--- config.mk ---
export PLATFORM = sky130hd
export DESIGN_NAME = lfsr16
export DESIGN_NICKNAME = d
export VERILOG_FILES = /design/src/rtl/sort_pkt_checker_pkg.sv /design/src/rtl/lfsr16.sv
export SDC_FILE = /design/constraint.sdc
export NUM_CORES = 1
export LEC_CHECK = 0
export CORE_MARGIN = 4
export CORE_UTILIZATION = 43
export DETAILED_ROUTE_END_ITERATION = 16
export PLACE_DENSITY = 0.73
export REMOVE_ABC_BUFFERS = 1
export SLEW_MARGIN = 0
export SYNTH_ARGS = -nofsm -noshare
export SYNTH_HDL_FRONTEND = slang
export SYNTH_SLANG_ARGS = --single-unit
export TNS_END_PERCENT = 5
--- constraint.sdc ---
create_clock -name clk_i -period 1.05 [get_ports clk_i]
set_input_delay 0.105 -clock clk_i [delete_from_list [all_inputs] [get_ports clk_i]]
set_output_delay 0.105 -clock clk_i [all_outputs]
set_load 0.05 [all_outputs]
--- src/rtl/sort_pkt_checker_pkg.sv ---
// Shared types and constants for the sorted-packet stream checker.
// Imported by the checker top and its backpressure LFSR.
package sort_pkt_checker_pkg;

    typedef enum logic {
        IDLE,
        IN_PKT
    } state_t;

    localparam int ERR_ORDER    = 0;
    localparam int ERR_OVERFLOW = 1;
    localparam int ERR_NO_EOP   = 2;
    localparam int ERR_ORPHAN   = 3;

    // x^16+x^14+x^13+x^11+1 on a right-shifting register: bits 0,2,3,5
    localparam logic [15:0] LFSR_TAP_MASK = 16'h002D;

endpackage

--- src/rtl/lfsr16.sv ---
// 16-bit Fibonacci LFSR used to generate pseudo-random backpressure.
// Holds its state while disabled.
module lfsr16
    import sort_pkt_checker_pkg::*;
#(
    parameter logic [15:0] SEED = 16'hACE1
) (
    input  logic        clk_i,
    input  logic        arst_n_i,
    input  logic        en_i,
    output logic [15:0] state_o
);

    logic [15:0] q;

    always_ff @(posedge clk_i or negedge arst_n_i) begin
        if (!arst_n_i) begin
            q <= SEED;
        end else if (en_i) begin
            q <= {^(q & LFSR_TAP_MASK), q[15:1]};
        end
    end

    assign state_o = q;

endmodule

Word-level counts from Yosys, hierarchy flattened
Cells that the tools add are included.

cells by class
  reductions and logical operators = 1

operators by type and width
  cell               number
  $reduce_xor 16->1  1

storage, ports and cells
  word-level logic and storage cells = 2
  input port bits = 3
  register bits after elaboration = 16

Logic depth before layout (Yosys ltp)
  depth in word-level cells = 1
  mapped depth = 4
  mapped depth without buffers = 3

Least setup slack after synthesis
Ideal clock, no wire load.

  path kind = register to register
  from = register q[5], in the netlist state_o[5]
  to = register q[15], in the netlist state_o[15]
  arrival time = 1074 ps
  stages on the path, launching flop included = 4
  path buffers = 0
  path slack = -97 ps
  cell sequence = dfstp_2 xnor2_1 xnor2_1 a21oi_1

between the ends
  word-level cells in the longest chain between the ends = 1

ends and longest elaborated chain
  what                      RTL line      source
  start: declaration        lfsr16.sv:14  logic [15:0] q;
  start signal: assignment  lfsr16.sv:20  q <= {^(q & LFSR_TAP_MASK), q[15:1]};
  $reduce_xor 16->1         lfsr16.sv:20

No other way between the ends.
A chain may end at the register's enable or synchronous reset.

Worst setup path in the final report
  from = register q[5], in the netlist state_o[5]
  to = output state_o[5]

RTL lines
  what              RTL line      source
  end: declaration  lfsr16.sv:11  output logic [15:0] state_o

No word-level cell between the ends.

==> results.txt <==
The count of vias placed by the detailed router is around 390. The initial antenna violation count came out at 0. The worst clock skew is 1.20 ps. The final net count came out at slightly below 70. Tracing the worst setup path back leads to its startpoint at state_o[5]. Setup violations remaining at the end of the flow were counted as 9. The cell chosen for the clock root is clkbuf_4. The layout overhead on the synthesized area came out at 64.8%. The first-pass iteration count of the detailed router is 2. After floorplanning, the core was divided into 14 placement rows. Timing would allow up to between 800 and 900 MHz. The residual overflow from global routing is 0. Counting tap cells, the placed design contains a total of 74 instances. The register area share after synthesis is 0.607. The least setup slack across all paths after layout is -109 ps. The data required time of the worst path came out at around 940 ps. The post-synthesis sequential element count came out at 16. The final critical path time including I/O delays and setup is roughly 1200 ps. Of all cell types, the one taking the most synthesized area is dfstp_2. The die outline height is 47.6 µm. The floorplan core area is around 1500 µm². The number of input and output port buffers inserted came out at 18. The largest driver fanout on the critical path is 3. Across every metal layer, demand over resource in global routing totals 0.125.

The startpoint of the worst register-to-register path is state_o[5]. The critical path is of the flop to primary output type. The run finished, with violations left.

The cell area that synthesis handed to floorplanning was 676 µm². The commonest cells after synthesis are dfrtp_1, dfstp_2, mux2_4. The count of inserted antenna diode cells came out at 0.

The most used flip-flop cell after synthesis is dfstp_2. Setup repair after global routing could not meet its margin everywhere. Entering global routing, the biggest net connects 18 pins. The fraction of final layout cells sized beyond drive strength 1 is 0.781. The number of hold buffers added after CTS was 0. The final reports fail on setup timing. The relative slew slack came out at 0.870. The detail route stage leaves a number of antenna-violating nets equal to 0.

Max-cap violations in this run came to 0. At the end of routability-driven placement, the weighted congestion stood at 0.641. TritonCTS built the clock tree.

The average wire length per cell after detail routing came out at ~15 µm. The category of the worst setup path capture point is a primary output. The first-iteration detailed-routing DRC count came out at 2. No sink is reached through more buffers than the 2 on the longest clock path. The starting density of the core came out at 0.454. In this run the worst hold path is classified as input port to asynchronous set/reset pin.

The HPWL reported at the end of detailed placement came out at 861 µm. The number of flops mapped to enable cells by yosys is 0. The H-tree depth came out at 1. The number of top-level design ports is 19. The number of global-route vias before repair came out at around 450. The first global-routing pass estimated approximately 2 mm of wire.

STA classifies the critical path startpoint as a flop. The tree built by TritonCTS fans out to 16 sinks. By area the synthesized netlist is led by dfstp_2, dfrtp_1, mux2_4. The post-synthesis area per instance is between 15 and 20 µm². The DRC violations left is 0. The Yosys step of the flow raised 0 warnings.

Clock latency on the worst-skew pair, taken at its later pin, is between 200 and 300 ps. The register with the most flip-flops in the layout has 16 of them. The via count normalized by instance count is 4.90. The number of hold violations in the final report came out at 0. The final cell count without fillers came out at 80. The worst path arrival time is approximately 1100 ps.

The area enclosed by the die boundary came out at around 2300 µm². The sum of negative setup slack is -511 ps. For this run, asynchronously set or reset flops after synthesis account for 1.00. After clock tree synthesis, the clock-pin slew on the worst setup and hold paths is 90 ps. The transition time at the pin with the least slew margin came out at 193 ps. The TritonCTS buffer count is 3. The number of distinct library cell variants in the gate-level netlist after synthesis came out at 9. The max-slew violation count came out at 0. Of the available clock period, the critical path in the final layout requires 1.10. The floorplan die width is about 48 µm. The number of instances in the synthesized netlist is 38. The proportion of netlist area held by the largest area contributor came out at 0.311. The detailed-route wire length is 1.17 mm.
[cell usage in the layout, fill, tap and decap left out, drive strengths merged]
cell	n
mux2	15
dfrtp	8
clkdlybuf4s50	2
dfstp	8
xnor2	3
buf	22
nor2	1
a21oi	1
clkbuf	4
[layout make-up]
cell class	count	area, µm²
Sequential cell	16	410
Timing Repair Buffer	24	405
Fill cell	84	375
Multi-Input combinational cell	20	241
Clock buffer	4	36.3
Tap cell	16	20.0
[stage by stage]
| step | worst slack (ps) | utilization | hold slack [ps] | instance area (µm²) |
|---|---|---|---|---|
| 2_1_floorplan | -97.1 | - | -191 | 644 |
| 3_3_place_gp | -196 | 0.703 | 440 | 1050 |
| 3_5_place_dp | -214 | 0.703 | 453 | 1050 |
| 4_1_cts | -126 | 0.748 | 150 | 1110 |
| 5_1_grt | -145 | 0.748 | 155 | 1110 |
| 6_report | -109 | 0.748 | 150 | 1110 |
[worst paths after layout]
kind | endpoint | slack (ps) | cells past startpoint
worst max register to register | state_o[15] | -10 | 4
max in group asynchronous | state_o[6] | 660 | 2
worst min register to register | state_o[15] | 550 | 2
min in group clk_i | state_o[15] | 550 | 2
worst min-delay path | state_o[14] | 150 | 2
worst max-delay path | state_o[5] | -110 | 2
[kinds of logic after synthesis]
logic type,after synthesis,share of synthesized area
XOR/XNOR,3,0.0389
buffers and inverters,2,0.0463
AO/OA/AOI/OAI,1,0.00740
AND/OR/NAND/NOR,1,0.00555
multiplexers,15,0.294
flip-flops,16,0.607
[critical path, stage by stage (launching register included)]
cell and delay [ps]:
dfstp_2 550, buf_6 110, buf_12 130
[metal layers]
| layer | GRT usage | part of all wire | up-vias |
|---|---|---|---|
| li1 | - | - | 182 |
| met1 | 0.166 | 0.40 | 200 |
| met2 | 0.211 | 0.55 | 10 |
| met3 | 0.0226 | 0.053 | 0 |
| met4 | 0.0323 | 0 | 0 |
| met5 | 0 | 0 | - |
[timing repair]
action	in CTS	in global routing
hold endpoints to repair	0	0
pin swaps	2	0
endpoints found under the setup margin	8	9
buffers inserted	2	0
gates resized for setup	3	0
Power is not shown: default switching activity piles up to over one toggle a cycle in this logic, so the estimate is an artifact.
